File: src/rtl/mdio_phy_responder.sv
// Clause 22 MDIO PHY target: MDC/MDIO oversampled on clk_clk, serves a 32 x 16-bit register file.
// Optional MDIO_PHY_SOFT_RESET_EN: writing BMCR with bit15 set restores all RW registers to defaults.
module mdio_phy_responder #(
  parameter logic [4:0]  PHY_ADDR = 5'h01,
  parameter logic [15:0] PHY_ID1  = 16'h0141,
  parameter logic [15:0] PHY_ID2  = 16'h0CC2
) (
  input  logic        clk_clk,
  input  logic        reset_reset_n,
  input  logic        mdc,
  input  logic        mdio_in,
  output logic        mdio_out,
  output logic        mdio_oen,
  input  logic        link_up,
  output logic        wr_strobe,
  output logic [4:0]  wr_addr,
  output logic [15:0] wr_data
);
  typedef enum logic [2:0] {S_IDLE, S_ST, S_OP, S_ADDR, S_TA, S_DATA} state_e;

  localparam logic [15:0] BMCR_RST = 16'h1140;
  localparam logic [15:0] BMSR_VAL = 16'h7949;

  state_e      state_q, state_d;
  logic [5:0]  pre_cnt_q, pre_cnt_d;
  logic [3:0]  bit_cnt_q, bit_cnt_d;
  logic [1:0]  op_q, op_d;
  logic [8:0]  addr_q, addr_d;
  logic        ours_q, ours_d;
  logic [15:0] sh_q, sh_d;
  logic        oen_q, oen_d;
  logic        out_q, out_d;
  logic        wr_stb_q, wr_stb_d;
  logic [4:0]  wr_addr_q, wr_addr_d;
  logic [15:0] wr_data_q, wr_data_d;
  logic [15:0] rf_q [32];
  logic        mdc_q1, mdc_q2, mdio_q1, mdio_q2;
  logic        mdc_rise, din, is_rd, is_wr;
  logic [9:0]  frame_addr;
  logic [15:0] rd_val;

  assign mdc_rise   = mdc_q1 & ~mdc_q2;
  assign din        = mdio_q2;
  assign frame_addr = {addr_q, din};
  assign is_rd      = ours_q & (op_q == 2'b10);
  assign is_wr      = ours_q & (op_q == 2'b01);

  assign mdio_out  = out_q;
  assign mdio_oen  = oen_q;
  assign wr_strobe = wr_stb_q;
  assign wr_addr   = wr_addr_q;
  assign wr_data   = wr_data_q;

  always_ff @(posedge clk_clk or negedge reset_reset_n) begin
    if (!reset_reset_n) begin
      mdc_q1  <= 1'b0;
      mdc_q2  <= 1'b0;
      mdio_q1 <= 1'b1;
      mdio_q2 <= 1'b1;
    end else begin
      mdc_q1  <= mdc;
      mdc_q2  <= mdc_q1;
      mdio_q1 <= mdio_in;
      mdio_q2 <= mdio_q1;
    end
  end

  // BMSR link bits (5 and 2) reflect link_up at the moment the read word is latched.
  always_comb begin
    case (frame_addr[4:0])
      5'd1:    rd_val = BMSR_VAL | {10'b0, link_up, 2'b0, link_up, 2'b0};
      5'd2:    rd_val = PHY_ID1;
      5'd3:    rd_val = PHY_ID2;
      default: rd_val = rf_q[frame_addr[4:0]];
    endcase
  end

  always_comb begin
    state_d   = state_q;
    pre_cnt_d = pre_cnt_q;
    bit_cnt_d = bit_cnt_q;
    op_d      = op_q;
    addr_d    = addr_q;
    ours_d    = ours_q;
    sh_d      = sh_q;
    oen_d     = oen_q;
    out_d     = out_q;
    wr_stb_d  = 1'b0;
    wr_addr_d = wr_addr_q;
    wr_data_d = wr_data_q;
    if (mdc_rise) begin
      case (state_q)
        S_IDLE: begin
          if (din) begin
            if (pre_cnt_q != 6'd32) pre_cnt_d = pre_cnt_q + 6'd1;
          end else begin
            if (pre_cnt_q == 6'd32) state_d = S_ST;
            pre_cnt_d = '0;
          end
        end
        S_ST: begin
          pre_cnt_d = '0;
          bit_cnt_d = '0;
          state_d   = din ? S_OP : S_IDLE;
        end
        S_OP: begin
          op_d      = {op_q[0], din};
          bit_cnt_d = bit_cnt_q + 4'd1;
          if (bit_cnt_q == 4'd1) begin
            state_d   = S_ADDR;
            bit_cnt_d = '0;
          end
        end
        S_ADDR: begin
          addr_d    = frame_addr[8:0];
          bit_cnt_d = bit_cnt_q + 4'd1;
          if (bit_cnt_q == 4'd9) begin
            state_d   = S_TA;
            bit_cnt_d = '0;
            ours_d    = (frame_addr[9:5] == PHY_ADDR) && (op_q == 2'b10 || op_q == 2'b01);
            sh_d      = rd_val;
          end
        end
        S_TA: begin
          bit_cnt_d = bit_cnt_q + 4'd1;
          if (bit_cnt_q == 4'd0) begin
            if (is_rd) begin
              oen_d = 1'b0;
              out_d = 1'b0;
            end
          end else begin
            state_d   = S_DATA;
            bit_cnt_d = '0;
            sh_d      = {sh_q[14:0], din};
            if (is_rd) out_d = sh_q[15];
          end
        end
        S_DATA: begin
          // One shift register serves both directions: MSB drives reads, LSB collects writes.
          sh_d      = {sh_q[14:0], din};
          bit_cnt_d = bit_cnt_q + 4'd1;
          if (is_rd) out_d = sh_q[15];
          if (bit_cnt_q == 4'd15) begin
            state_d   = S_IDLE;
            pre_cnt_d = '0;
            bit_cnt_d = '0;
            oen_d     = 1'b1;
            out_d     = 1'b1;
            if (is_wr) begin
              wr_stb_d  = 1'b1;
              wr_addr_d = addr_q[4:0];
              wr_data_d = {sh_q[14:0], din};
            end
          end
        end
        default: state_d = S_IDLE;
      endcase
    end
  end

  always_ff @(posedge clk_clk or negedge reset_reset_n) begin
    if (!reset_reset_n) begin
      state_q   <= S_IDLE;
      pre_cnt_q <= '0;
      bit_cnt_q <= '0;
      ours_q    <= 1'b0;
      oen_q     <= 1'b1;
      out_q     <= 1'b1;
      wr_stb_q  <= 1'b0;
      wr_addr_q <= '0;
      wr_data_q <= '0;
    end else begin
      state_q   <= state_d;
      pre_cnt_q <= pre_cnt_d;
      bit_cnt_q <= bit_cnt_d;
      ours_q    <= ours_d;
      oen_q     <= oen_d;
      out_q     <= out_d;
      wr_stb_q  <= wr_stb_d;
      wr_addr_q <= wr_addr_d;
      wr_data_q <= wr_data_d;
    end
  end

  always_ff @(posedge clk_clk) begin
    op_q   <= op_d;
    addr_q <= addr_d;
    sh_q   <= sh_d;
  end

  // Registers 1..3 are constant; writes to them still strobe but never land.
  always_ff @(posedge clk_clk or negedge reset_reset_n) begin
    if (!reset_reset_n) begin
      for (int i = 0; i < 32; i++) rf_q[i] <= '0;
      rf_q[0] <= BMCR_RST;
    end else if (wr_stb_d && (wr_addr_d == 5'd0 || wr_addr_d > 5'd3)) begin
`ifdef MDIO_PHY_SOFT_RESET_EN
      if (wr_addr_d == 5'd0 && wr_data_d[15]) begin
        for (int i = 0; i < 32; i++) rf_q[i] <= '0;
        rf_q[0] <= BMCR_RST;
      end else begin
        rf_q[wr_addr_d] <= wr_data_d;
      end
`else
      rf_q[wr_addr_d] <= wr_data_d;
`endif
    end
  end

endmodule

File: config.mk
export PLATFORM = sky130hd
export DESIGN_NAME = mdio_phy_responder
export DESIGN_NICKNAME = d
export VERILOG_FILES = /design/src/rtl/mdio_phy_responder.sv
export SDC_FILE = /design/constraint.sdc
export NUM_CORES = 1
export LEC_CHECK = 0
export CAP_MARGIN = 10
export CORE_UTILIZATION = 39
export CTS_CLUSTER_DIAMETER = 150
export CTS_CLUSTER_SIZE = 10
export DETAILED_ROUTE_END_ITERATION = 6
export PLACE_DENSITY = 0.65
export SYNTH_ARGS = -nofsm -noshare
export SYNTH_HDL_FRONTEND = slang
export SYNTH_SLANG_ARGS = --single-unit
File: constraint.sdc
create_clock -name clk_clk -period 6.55 [get_ports clk_clk]
set_input_delay 0.9825 -clock clk_clk [delete_from_list [all_inputs] [get_ports clk_clk]]
set_output_delay 0.9825 -clock clk_clk [all_outputs]
set_load 0.005 [all_outputs]
# --- Yosys cells after proc, flatten, opt, wreduce, memory -nomap -nowiden ---
# Index checks and enable logic that the tools add are counted.
totals:
  wordCells: 154
  input_bits: 5
  reg_bits: 581
  out_inout_bits: 24
op_classes:
  magnitude_cmp: 4
  muxes: 47
  n_reduce_logical: 21
  eq_ne: 26
  add_sub_neg: 2
  bitwise_logic: 6
op_table:
  columns: ["operator", "n"]
  rows:
  - ["bitwise mux 512 bit", 1]
  - ["2-to-1 mux 16 bit", 9]
  - ["one-hot mux 16 bit (3 select lines)", 2]
  - ["binary-select mux 16 bit (select 5 bit)", 1]
  - ["demux 16 bit (select 5 bit)", 1]
  - ["2-to-1 mux 5 bit", 4]
  - ["one-hot mux 4 bit (5 select lines)", 1]
  - ["2-to-1 mux 3 bit", 6]
  - ["2-to-1 mux 6 bit", 3]
  - ["one-hot mux 3 bit (6 select lines)", 1]
  - ["one-hot mux 6 bit (3 select lines)", 1]
  - ["2-to-1 mux 4 bit", 4]
  - ["inequality test 2 bit, second input constant", 8]
  - [">= comparator 6 bit, second input constant", 2]
  - ["inverter 5 -> 6 bit", 2]
  - ["equality test 5 x 1 -> 1 bit, second input constant", 2]
  - ["equality test 5 x 2 -> 1 bit, second input constant", 2]
  - ["2-to-1 mux 1 bit", 10]
  - ["equality test 4 bit, second input constant", 2]
  - ["AND reduction 4 bit", 2]
  - ["AND reduction 7 bit", 1]
  - ["adder 6 x 1 -> 6 bit, second input constant", 1]
  - ["equality test 3 x 2 -> 1 bit, second input constant", 2]
  - ["equality test 3 bit, second input constant", 2]
  - ["other kinds (25)", 36]

# --- Longest topological paths before layout ---
# Gate-level depths: netlist of run 1.
logic_depth:
  depth_word: 12
  ltp_mapped: 10
  depth_no_buf: 7

# --- Worst setup path after synthesis of run 1 ---
# No wires, ideal clock.
synth_path:
  path_kind: "reg2reg"
  from: "reg mdio_q2, in the netlist din"
  to: "reg sh_q[13], data pin"
  synth_period_minus_slack_ns: 2.385
  path_buffers: 3
  stages_incl_launch_ff: 8
  setup_slack_ns: 4.165
  t_required_ns: 6.289
  setup_ns: 0.261
  arrival_ns: 2.124
  cell_sequence: "dfstp_2 -> buf_2 -> buf_6 -> buf_2 -> mux4_2 -> mux2i_1 -> nor3_1 -> o32a_1"
synth_between:
  elab_chain_cells: 7
  elab_cells_between_ends: 10
  classes_between: "3 x eq/ne; 6 x mux; 1 x bitwise"
synth_lines:
  columns: ["item", "line_no", "source"]
  rows:
  - ["start: declaration", "37", "logic mdc_q1, mdc_q2, mdio_q1, mdio_q2;"]
  - ["start signal: assignment", "64", "mdio_q2 <= mdio_q1;"]
  - ["inverter 5 -> 6 bit (implied by the code)", "74", "default: rd_val = rf_q[frame_addr[4:0]];"]
  - ["binary-select mux 16 bit (select 5 bit)", "74", null]
  - ["2-to-1 mux 16 bit (implied by the code) (2 in a row)", "74", null]
  - ["one-hot mux 16 bit (3 select lines) (*)", "70", "case (frame_addr[4:0])"]
  - ["2-to-1 mux 16 bit (*)", "117", "if (bit_cnt_q == 4'd9) begin"]
  - ["one-hot mux 16 bit (3 select lines) (*)", "92", "case (state_q)"]
  - ["end signal: assignment", "188", "sh_q <= sh_d;"]
  - ["end: declaration", "30", "logic [15:0] sh_q, sh_d;"]
# Mark *: on every way between the ends. The rest lies on a longest branch, timed or not. The select of a mux whose other input is x is not followed.
# A chain may end at the register's enable or synchronous reset.

# --- Worst setup path after layout of run 1 ---
layout_path:
  from: "reg op_q[1]"
  to: "reg rf_q[331] (netlist bit)"
layout_between:
  elab_chain_cells: 12
  elab_cells_between_ends: 25
  classes_between: "3 x order compare; 1 x eq/ne; 15 x mux; 2 x bitwise; 4 x reduce/logical"
layout_lines:
  columns: ["item", "line_no", "source"]
  rows:
  - ["start: declaration", "27", "logic [1:0] op_q, op_d;"]
  - ["start signal: assignment", "186", "op_q <= op_d;"]
  - ["equality test 2 x 1 -> 1 bit (*)", "46", "assign is_wr = ours_q & (op_q == 2'b01);"]
  - ["AND 1 bit (*)", "46", null]
  - ["2-to-1 mux 5 bit", "149", "if (is_wr) begin"]
  - ["2-to-1 mux 5 bit", "143", "if (bit_cnt_q == 4'd15) begin"]
  - ["2-to-1 mux 5 bit", "92", null]
  - ["2-to-1 mux 5 bit", "91", "if (mdc_rise) begin"]
  - ["inverter 5 -> 6 bit (implied by the code)", "205", "rf_q[wr_addr_d] <= wr_data_d;"]
  - [">= comparator 6 bit (implied by the code) or less-than comparator 6 x 1 -> 1 bit (tied branches)", "205", null]
  - ["logical AND 1 bit (implied by the code)", "205", null]
  - ["2-to-1 mux 16 bit (implied by the code)", "205", null]
  - ["demux 16 bit (select 5 bit)", "205", null]
  - ["bitwise mux 512 bit", "205", null]
  - ["end signal: indexed assignment", "205", null]
  - ["end: declaration", "36", "logic [15:0] rf_q [32];"]
# Mark *: on every way between the ends. The rest lies on a longest branch, timed or not.

==> metrics.txt, run 1 <==
DIE HEIGHT=257.3 µm; Post-DP HPWL=roughly 41 mm; setup violators final=0; Syn. warnings=0; Final period util=55.28%; crit path DAT=4.06 ns; GRT Max-Usage Layer=met2; Yosys cell types=65; PD cells=~250 nW/µm²; vias per inst=roughly 5.6; fraction of the mapped netlist area in adder cells=less than 1%; layout cells sized above 1=approximately 14%; Setup Fix Bufs, Post-CTS=0; Hold Crit Class=reg2reg; Core Region=~64000 µm²; M3 GR Usage=3.369%; largest family of logic cells by synthesized area=multiplexers; Rows=between 90 and 100; Post-DP Area=approximately 26000 µm²; fin area=28210 µm²; Worst Path Required=around 7.0 ns; Post-Synth Simple-Gate Area=a little under an eighth; Hold Vio Cnt, Final=0; CTS root buf=clkbuf_16; setup TNS=0 ns; CTS tree=yes; Avg Cell Area, Syn=around 11 µm²; CTS H-tree lvls=3; Worst Skew=0.02064 ns; Nets=approximately 2200; Routed WL per cell=roughly 22 µm; Setup crit end kind=flop; DRC=0; number of synthesized flops with an enable pin=27; Die Wd=257.3 µm; cells resized by post-CTS repair=0; Post-Syn Nets=roughly 2300; CTS Buf Count=67; CP Max Fanout=19; total power=about 7100 µW; IO Pins=29; clock-pin slew on the worst setup and hold paths=roughly 0.05 ns; ant diodes=0; critical path class=reg2reg; ys flop type=dfrtp_1; Starting Density=39.44%; Mapped Cells=between 2000 and 2500; synthesized cell area=roughly 25000 µm²; Layout area overhead=10.96%; DRT Pass-1 Iters=5; CTS Buffer Depth=3; total clock sinks=about 580; vias in the first global route=between 15000 and 20000; Post-Route WL=around 67 mm; GRT overflow=0; Startpoint Class=flop; Synth area leaders=dfrtp_1 53%, mux4_2 9.5%, a21oi_1 5.5%, nor2_1 4.2%, o21ai_0 3.9%; met2 Use GR=32.99%; Achievable Freq=roughly 280 MHz; share of flip-flops with an asynchronous set or reset=roughly 95%; Seq/Total Area, Yosys=between 50 and 60%; worst slew pin tran=around 1.1 ns; max-cap violations=0; largest net degree at the start of global routing=just under 200; leading area contributor after synthesis=dfrtp_1; Yosys reg bits=~580; die area=66220 µm²; global-route wire length before repair=105.5 mm; VDD IR max=about 140 µV; antenna-violating nets left=0; Synth Area in Compound Gates=12.52%; number of DRC markers in iteration 0=1620; Synth top area share=a little over half; Final Wtd Congestion=0.8506; Final min period=3.621 ns; # hold bufs at CTS=0; met1 Usage GRT=28.33%; Max Slew Vio Count=0; worst skew pair latency=between 0.5 and 0.6 ns; IO buf count=28; vias=17290; initial antenna violation count=0; outcome=finished clean; Slew headroom=approximately 28%; GRT Total Usage=about a fifth; Finished Core Util=~44%; RSZ-0062 raised after global routing=false; Synth Area in XOR/XNOR=less than 1%; leakage=~0.013 µW; post-synthesis mux area share=between 10% and 20%
[cell usage in the layout (no fill, tap or decap), types with 3 or more instances in the layout]
cell type and count:
edfxtp_1 27, or2_2 4, dfrtp_1 541, clkbuf_1 29, a21oi_1 280, nand2_1 240, nor2_1 282, a221oi_1 5
o21ai_0 200, o32a_1 4, mux4_2 107, buf_4 61, and3_1 6, a221o_1 3, mux2i_1 60, buf_12 4
o211ai_1 3, o31ai_1 5, dfstp_2 6, inv_1 28, nor4_4 16, nor3b_1 3, nand2b_1 10, nor2b_1 15
a211oi_1 8, ha_1 8, a31oi_1 5, a22oi_1 17, mux2i_2 16, clkbuf_16 70, nand4_1 16, nand3_1 22
nor3_1 7, clkdlybuf4s50_1 27, nor4_1 3, nand3b_1 4, o21ai_1 34, and2_1 5, mux2_2 23
[stage by stage]
stage	setup WS, ns	hold slack (ns)	instances
floorplan	4.165	0.3452	2291
global placement	3.012	0.3599	2997
detailed placement	2.955	0.3622	2997
CTS	2.938	0.3749	3101
global route	2.717	0.3863	3101
finish	2.929	0.3686	3101
[area by class of cell]
class                           count  area (µm²)
Inverter                           28       105.1
Clock buffer                       99        1861
Multi-Input combinational cell   1446        9758
Timing Repair Buffer               93       823.3
Tap cell                          855        1070
Fill cell                        5934       36250
Sequential cell                   575       14540
Clock inverter                      5       61.31
[worst paths after layout]
check | end | cells after the start | slack (ns) | startpoint
setup / recovery | rf_q[331] | 8 | 2.93 | op_q[1]
hold / removal | rf_q[471] | 0 | 0.37 | rf_q[471]
setup reg to reg | rf_q[331] | 8 | 2.93 | op_q[1]
hold reg to reg | rf_q[471] | 0 | 0.37 | rf_q[471]
max in group asynchronous | rf_q[47] | 2 | 4.49 | reset_reset_n
min in group asynchronous | rf_q[483] | 1 | 0.43 | reset_reset_n
[critical path, cell delays in order (launching register included)]
cell and delay, ns:
edfxtp_1 0.41, inv_1 0.08, ha_1 0.19, nand4b_4 0.54
nor3_4 0.48, buf_4 0.50, mux2i_2 0.77, buf_4 0.35
o21ai_0 0.13
[registers in the layout (all words and copies together) (netlist names)]
signal and count:
addr_q 9, ours_q 1, op_q 2, wr_addr 5, sh_q 16, state_q 3
wr_data 16, mdc_q2 1, bit_cnt_q 4, mdio_q1 1, din 1, rf_q 506
mdc_q1 1, mdio_out 1, wr_strobe 1, pre_cnt_q 6, mdio_oen 1
[metal layers]
metal | vias up | wire, µm | part of all wire (%)
li1 | 7826 | - | -
met1 | 8738 | 28750 | 43
met2 | 606 | 31680 | 47
met3 | 115 | 4475 | 6.7
met4 | 0 | 1953 | 2.9
met5 | - | 0 | 0
[power by group]
group / internal (µW) / switching [µW]
sequential: 3580 / 13.5
clock: 1960 / 1400
combinational: 35.5 / 97.5
total: 5570 / 1510
[Yosys cell counts (all sizes together) (2+ instances only)]
library cell	number
a211oi	8
a21boi	2
a21oi	281
a221o	3
a221oi	5
a22o	2
a22oi	17
a31oi	5
a32o	2
and2	5
and3	6
buf	83
clkbuf	159
dfrtp	541
dfstp	7
edfxtp	27
ha	8
inv	28
mux2	23
mux2i	76
mux4	107
nand2	240
nand2b	11
nand3	22
nand3b	5
nand4	16
nor2	283
nor2b	15
nor3	8
nor3b	3
nor4	19
nor4b	2
o211ai	3
o21ai	234
o221ai	2
o22a	2
o31ai	5
o32a	4
or2	4
xor2	2
[cell families (layout without fill, tap and decap cells)]
family                   Yosys count  count (layout)
AO/OA/AOI/OAI                    589             589
XOR/XNOR                           2               2
adder cells (fa/ha/maj)            8               8
buffers and inverters            270             225
flip-flops                       575             575
multiplexers                     206             206
AND/OR/NAND/NOR                  641             641
No activity file was read; power rests on OpenSTA's default activity.
==> inputs of run 2 (changes only) <==
--- a/config.mk
+++ b/config.mk
@@ -10,7 +10,7 @@
 export CTS_CLUSTER_DIAMETER = 150
 export CTS_CLUSTER_SIZE = 10
 export DETAILED_ROUTE_END_ITERATION = 6
-export PLACE_DENSITY = 0.65
+export PLACE_DENSITY = 0.67
 export SYNTH_ARGS = -nofsm -noshare
 export SYNTH_HDL_FRONTEND = slang
 export SYNTH_SLANG_ARGS = --single-unit
==> constraint.sdc (replaced) <==
create_clock -name clk_clk -period 3 [get_ports clk_clk]
set_input_delay 0.45 -clock clk_clk [delete_from_list [all_inputs] [get_ports clk_clk]]
set_output_delay 0.45 -clock clk_clk [all_outputs]
set_load 0.005 [all_outputs]
==> run 2 against run 1 <==
Compared with the run above: register-to-register slack got worse by 2.7 ns; clock skew fell by 0.0043 ns; largest power group unchanged; cell area rose by 2.7%; fmax rose by 29%; setup slack got worse by 2.7 ns.
==> metrics.txt, run 2 (synthesis gave the netlist of run 1 again) <==
Startpoint Class=flop; Max Slew Vio Count=0; setup TNS=0 ns; Setup WS post-layout=between 0.15 and 0.2 ns; outcome=finished clean; cells resized by post-CTS repair=0; Setup crit end kind=flop; antenna-violating nets left=0; worst skew pair latency=~0.6 ns; Reg area=about 15000 µm²; IO Pins=29; Layout area overhead=13.93%; Worst Path Required=between 3 and 4 ns; DIE HEIGHT=257.3 µm; Routed WL per cell=21.76 µm; RSZ-0062 raised after global routing=false; die area=roughly 66000 µm²; Worst Skew=about 0.016 ns; number of fill cells=a little under 6000; Final Wtd Congestion=roughly 0.87; GRT overflow=0; vias=between 15000 and 20000; Final period util=between 90% and 100%; Achievable Freq=around 360 MHz; Post-Route WL=68.77 mm; CTS root buf=clkbuf_16; vias in the first global route=18100; layout cells sized above 1=roughly 17%; setup violators final=0; pre-CTS setup slack=0.2198 ns; Slew headroom=approximately 45%; CTS Buf Count=between 60 and 70; commonest non-fill, non-tap cell in the layout=dfrtp_1; most frequent cells in the layout=541 x dfrtp_1, 282 x nor2_1, 280 x a21oi_1; largest net degree at the start of global routing=74; Die Wd=257.3 µm; final hold slack=around 0.25 ns; Setup Fix Bufs, Post-CTS=0; IO buf count=28; max-cap violations=0; CP Max Fanout=23; number of DRC markers in iteration 0=1813; DRC=0; Largest Register=rf_q; GRT Total Usage=21.31%; Core Region=between 60000 and 70000 µm²; initial antenna violation count=0; Multi-input gate area=9758 µm²; total clock sinks=between 500 and 600; VDD IR max=between 300 and 400 µV; crit path DAT=between 3 and 4 ns; vias per inst=about 5.6; Post-DP HPWL=around 44 mm; Hold Vio Cnt, Final=0; # hold bufs at CTS=1; Final min period=between 2 and 3 ns; clock-pin slew on the worst setup and hold paths=about 0.060 ns; DRT Pass-1 Iters=7; PD cells=around 530 nW/µm²; global-route wire length before repair=between 100 and 150 mm; worst slew pin tran=between 0.8 and 0.9 ns; Rows=between 90 and 100; Nets=roughly 2300; critical path class=reg2reg; leakage=0.01303 µW; ant diodes=0; Hold Crit Class=in2reg; CTS tree=yes; max reg flops=approximately 500; Starting Density=approximately two fifths; CTS Buffer Depth=3; CTS H-tree lvls=3
-- run 2: final timing paths --
kind | cells after the start | end | slack (ns) | from
max | 6 | sh_q[14] | 0.19 | din
min | 1 | mdio_q1 | 0.25 | mdio_in
max reg2reg | 6 | sh_q[14] | 0.19 | din
min reg2reg | 0 | rf_q[467] | 0.37 | rf_q[467]
max in group asynchronous | 3 | mdio_oen | 1.65 | reset_reset_n
min in group asynchronous | 2 | rf_q[183] | 0.46 | reset_reset_n
-- run 2: cell type report --
class                      count  share of cell area (%)
sequential                   575                   50.18
multi-input combinational   1446                   33.68
clock buffer                  95                   6.224
timing repair buffer         155                   5.623
tap                          855                   3.693
inverter                      28                  0.3628
clock inverter                 7                  0.2332
-- run 2: worst max-delay path: stages, from the launching register on --
cell	delay, ns
dfstp_4	0.84
buf_12	0.27
mux4_2	0.53
mux2_2	0.30
a22oi_1	0.32
nand3_1	0.15
o211a_1	0.15
-- run 2: routing by layer --
metal  GRT usage (%)  vias up  share of wire (%)
met5               0        -                  0
met4           8.317        0                3.1
met3           4.433      141                7.6
met2           33.67      715                 47
met1           28.83     8880                 42
li1                -     7980                  -
-- run 2: stage by stage --
stage               total power, µW  cell area (µm²)  std cells  util [%]
global placement               8310            27090       3058     42.02
finish                        15430            28970       3161     44.94
floorplan                      8105            25430       2291         -
global route                  15900            28970       3161     44.94
detailed placement             8322            27090       3058     42.02
CTS                           15580            28970       3161     44.94
-- run 2: power breakdown --
group          internal, µW  leakage, µW  switching, µW
Sequential             7820      0.00787           18.3
Clock                  4160     0.000900           3100
Combinational           109      0.00426            229
